$ cat src/rtl/instr_fetch.sv
`default_nettype none
// ============================================================================
//  Module      : instr_fetch
//  Description : cpu16 instruction fetch stage. Owns the fetch PC, drives the
//                combinational ROM address, captures {pc, instr} pairs into a
//                small circular prefetch FIFO and presents the head to decode
//                over a valid/ready handshake. A redirect flushes the FIFO
//                and reloads the PC.
//  Ports       : clk, rst_n (async active-low)
//                rom_addr/rom_data      - combinational ROM interface
//                fetch_en               - allow new pushes
//                instr/instr_pc/instr_valid/instr_ready - decode handshake
//                redirect/redirect_pc   - flush and reload fetch PC
//                fifo_level             - current entry count
//  Revision    : 1.0 - initial release
// ============================================================================
module instr_fetch #(
    parameter logic [15:0] RESET_PC = 16'h0000,
    parameter int          DEPTH    = 2
) (
    input  logic                     clk,
    input  logic                     rst_n,
    output logic [15:0]              rom_addr,
    input  logic [15:0]              rom_data,
    input  logic                     fetch_en,
    output logic [15:0]              instr,
    output logic [15:0]              instr_pc,
    output logic                     instr_valid,
    input  logic                     instr_ready,
    input  logic                     redirect,
    input  logic [15:0]              redirect_pc,
    output logic [$clog2(DEPTH):0]   fifo_level
);

    localparam int                  c_PW    = $clog2(DEPTH);
    localparam logic [c_PW:0]       c_DEPTH = (c_PW + 1)'(DEPTH);
    localparam logic [c_PW-1:0]     c_PONE  = c_PW'(1);

    logic [15:0]      r_fetch_pc;
    logic [31:0]      r_mem [DEPTH];   // {pc, instr}
    logic [c_PW-1:0]  r_head;
    logic [c_PW-1:0]  r_tail;
    logic [c_PW:0]    r_count;

    logic             w_nonempty;
    logic             w_pop;
    logic             w_push;
    logic [31:0]      w_head_entry;

    assign w_nonempty = (r_count != '0);
    assign w_pop      = w_nonempty && instr_ready;
    // A pop frees a slot in the same cycle, so a full FIFO can still accept.
    assign w_push     = fetch_en && !redirect && ((r_count < c_DEPTH) || w_pop);

    assign w_head_entry = r_mem[r_head];

    assign rom_addr    = r_fetch_pc;
    assign instr_valid = w_nonempty;
    // Gate the head entry so an empty FIFO never exposes stale data.
    assign instr       = w_nonempty ? w_head_entry[15:0]  : 16'h0000;
    assign instr_pc    = w_nonempty ? w_head_entry[31:16] : 16'h0000;
    assign fifo_level  = r_count;

    // Storage needs no reset: entries are only visible when counted.
    always_ff @(posedge clk) begin
        if (w_push) begin
            r_mem[r_tail] <= {r_fetch_pc, rom_data};
        end
    end

    always_ff @(posedge clk or negedge rst_n) begin
        if (!rst_n) begin
            r_fetch_pc <= RESET_PC;
            r_head     <= '0;
            r_tail     <= '0;
            r_count    <= '0;
        end else if (redirect) begin
            // Any pop this cycle is implicitly accepted; the flush discards
            // everything else.
            r_fetch_pc <= redirect_pc;
            r_head     <= '0;
            r_tail     <= '0;
            r_count    <= '0;
        end else begin
            if (w_push) begin
                r_fetch_pc <= r_fetch_pc + 16'd1;
                r_tail     <= r_tail + c_PONE;
            end
            if (w_pop) begin
                r_head <= r_head + c_PONE;
            end
            case ({w_push, w_pop})
                2'b10:   r_count <= r_count + (c_PW + 1)'(1);
                2'b01:   r_count <= r_count - (c_PW + 1)'(1);
                default: r_count <= r_count;
            endcase
        end
    end

endmodule
`default_nettype wire

$ cat config.mk
export PLATFORM = sky130hd
export DESIGN_NAME = instr_fetch
export DESIGN_NICKNAME = d
export VERILOG_FILES = /design/src/rtl/instr_fetch.sv
export SDC_FILE = /design/constraint.sdc
export NUM_CORES = 1
export LEC_CHECK = 0
export CAP_MARGIN = 5
export CORE_ASPECT_RATIO = 1.1
export CORE_UTILIZATION = 50
export CTS_CLUSTER_SIZE = 10
export DETAILED_ROUTE_END_ITERATION = 8
export PLACE_DENSITY_LB_ADDON = 0.08
export REMOVE_ABC_BUFFERS = 1
export SLEW_MARGIN = 20
export SYNTH_ARGS = -nofsm -noshare
export SYNTH_HDL_FRONTEND = slang
export SYNTH_SLANG_ARGS = --single-unit
$ cat constraint.sdc
create_clock -name clk -period 6.9 [get_ports clk]
set_clock_uncertainty 0.2 [all_clocks]
set_input_delay 2.07 -clock clk [delete_from_list [all_inputs] [get_ports clk]]
set_output_delay 2.07 -clock clk [all_outputs]
set_load 0.01 [all_outputs]
==> metrics.yaml <==
run_status:
  outcome: "finished clean"
global_route:
  top_usage_layer: "met2"
  grt.overflow.total: 0
  grt_pass1_vias: 2297
  grtUsageMet1: 0.2673
  grt.met3_usage: 0.04162
  grtUsageTotal: 0.2062
  grt_max_degree: 34
  grt_pass1_wl_mm: 11.19
  antenna_found_initial: 0
  use_met2: 0.3230
sta:
  tns_ps: 0
  timing.final.crit_period_ps: 4559
  maxSlewViolCount: 0
  fmax_ghz: 0.2193
  grt_setup_unrepaired: "no"
  setup_violations: 0
  finalHoldViolCount: 0
  post-route-period-util: 0.6607
  maxSlewHeadroom: 0.3252
  worstMarginPinSlew_ps: 1012
floorplanning:
  start_util: 0.5260
  io_pins: 88
  die_h_um: 90.12
  die_width_um: 82.11
  die_area_sq_um: 7400
  coreArea_sq_um: 6710
  row_count: 31
cts:
  clk_path_buf_depth: 2
  clock_latency_ps: 350
  htree_num_levels: 3
  hold_buffers: 0
  clkTransAtPathRegs_ps: 80
  cts_tree: "built"
  cts_sinks: 84
  cts_buffers: 9
  cts_resized: 0
  cts_setup_buffers: 0
  ctsRootBufferMaster: "clkbuf_8"
yosys:
  synthArstFlopShare: 0.2381
  syn-cell-area_sq_um: 3530
  synth_edf_count: 64
  ys_types: 36
  ys_top_cells_by_count: "edfxtp_1 (64), nor2_1 (40), mux2i_1 (33), dfrtp_1 (20), nand2_1 (19)"
  yosysMostFrequentCell: "edfxtp_1"
  netlist_instances: 263
  yosys_warnings: 0
  yosys.area.top_type_share: 0.5445
  synth_top_area_cell: "edfxtp_1"
  synth_area_per_cell_sq_um: 13.42
  ys_ff_latch: 84
  synthFlopType: "edfxtp_1"
  synth_area_leaders: "edfxtp_1 (54%), dfrtp_1 (14%), mux2i_1 (9.4%)"
  yosysSeqAreaShare: 0.6863
setup_path:
  start_kind: "flop"
  path_max_fanout: 33
  worstSetupPathType: "reg2out"
  critPathArrivalTime_ps: 2290
  end_kind: "output pin"
  cp.required_ps: 4630
  crit_path_max_incr_delay_ps: 1040
  crit_chain: "mux2i_1 > nor2_1 > clkdlybuf4s50_1"
  crit_slowest_cell: "dfrtp_2"
drt:
  wirelength_mm: 7.067
  drc: 0
  ant_nets: 0
  via_count: 2374
  viasPerCell: 5.408
  wl_per_cell_um: 16.10
  first_pass_iters: 5
  first_iter_violations: 159
place:
  place_congestion: 0.8277
  io_buffers: 87
  dp_cells: 423
  place.detailed.hpwl_mm: 4.421
job:
  max_cap_viol_count: 0
min_path:
  worstHoldPathType: "reg2reg"
final_layout:
  syn_to_final_growth_pct: 33.36
  final_cells: 439
  nets: 390
  drive_gt1_frac: 0.07283
  antenna_cells: 0
pwr:
  cellPowerDensity_nw_per_um2: 248.2
  leakagePower_uw: 0.001639
  ir_worst_vdd_uv: 140.5
## worst max-delay path: cells and delay by family (launching register included)
kind	cells	cell delay (ps)
muxes	1	160
buffers and inverters	1	550
and+or+nand+nor	1	160
DFF	1	1040
## per-stage QoR
step,area (sq um),util,hold WS [ps],power (uW),worst slack [ps]
2_1_floorplan,3480,-,319.3,687.3,1452
3_3_place_gp,4489,0.6690,346.3,786.0,2490
3_5_place_dp,4489,0.6690,341.5,790.6,2399
4_1_cts,4712,0.7022,379.5,1179,2302
5_1_grt,4707,0.7015,403.8,1214,2192
6_report,4707,0.7015,375.9,1168,2341
## area by class of cell
type	count	area, sq um
multi-input cells	162	1051
inverters	5	18.77
repair buffers	90	888.4
fillers	500	2003
well taps	82	102.6
clock buffers	9	123.9
flip-flops and latches	84	2424
clock inverters	7	98.84
## flip-flops by register name, indices dropped and copies added, names as in the netlist
signal and count:
r_mem 64, rom_addr 16, fifo_level 2, r_head 1, r_tail 1
## placed cells by master (no fill, tap or decap), drive strengths merged, types with 3 or more instances in the layout
cell and n:
o211ai 3, buf 4, nor2b 3, mux2i 33, nor3 3, a31oi 3
xor2 5, clkdlybuf4s50 86, inv 7, nand4 6, nand2 19, xnor2 5
nor2 40, clkbuf 9, dfrtp 20, edfxtp 64, or4 4, nand3 4
o21ai 12
## power by group
group | switching [uW] | internal [uW]
clock | 185 | 206
sequential | 33.7 | 578
combinational | 72.2 | 93.4
## per-layer routing
metal,vias to the layer above,part of all wire,wire [um]
li1,1145,-,-
met4,0,0.020,142
met3,13,0.054,383
met1,1136,0.44,3075
met2,80,0.49,3465
met5,-,0,0
## path summary, 6_finish.rpt
kind	from	slack (ps)	endpoint	cells after the start
setup / recovery	r_head	2340	instr_pc[10]	3
hold / removal	rom_addr[1]	380	r_mem[1][17]	0
setup reg to reg	rom_addr[2]	4750	rom_addr[15]	4
hold reg to reg	rom_addr[1]	380	r_mem[1][17]	0
max in group asynchronous	rst_n	3820	r_head	1
min in group asynchronous	rst_n	2030	rom_addr[14]	1
## cells by family (layout without fill, tap and decap cells)
family | after synthesis | in the layout | synth area share
AO/OA/AOI/OAI | 26 | 26 | 0.04679
XOR/XNOR | 10 | 10 | 0.02481
adder cells (fa/ha/maj) | 1 | 1 | 0.003544
buffers and inverters | 17 | 111 | 0.01950
flip-flops | 84 | 84 | 0.6863
multiplexers | 33 | 33 | 0.09358
AND/OR/NAND/NOR | 92 | 92 | 0.1255
Note: power is estimated with default switching activity, not from simulation.
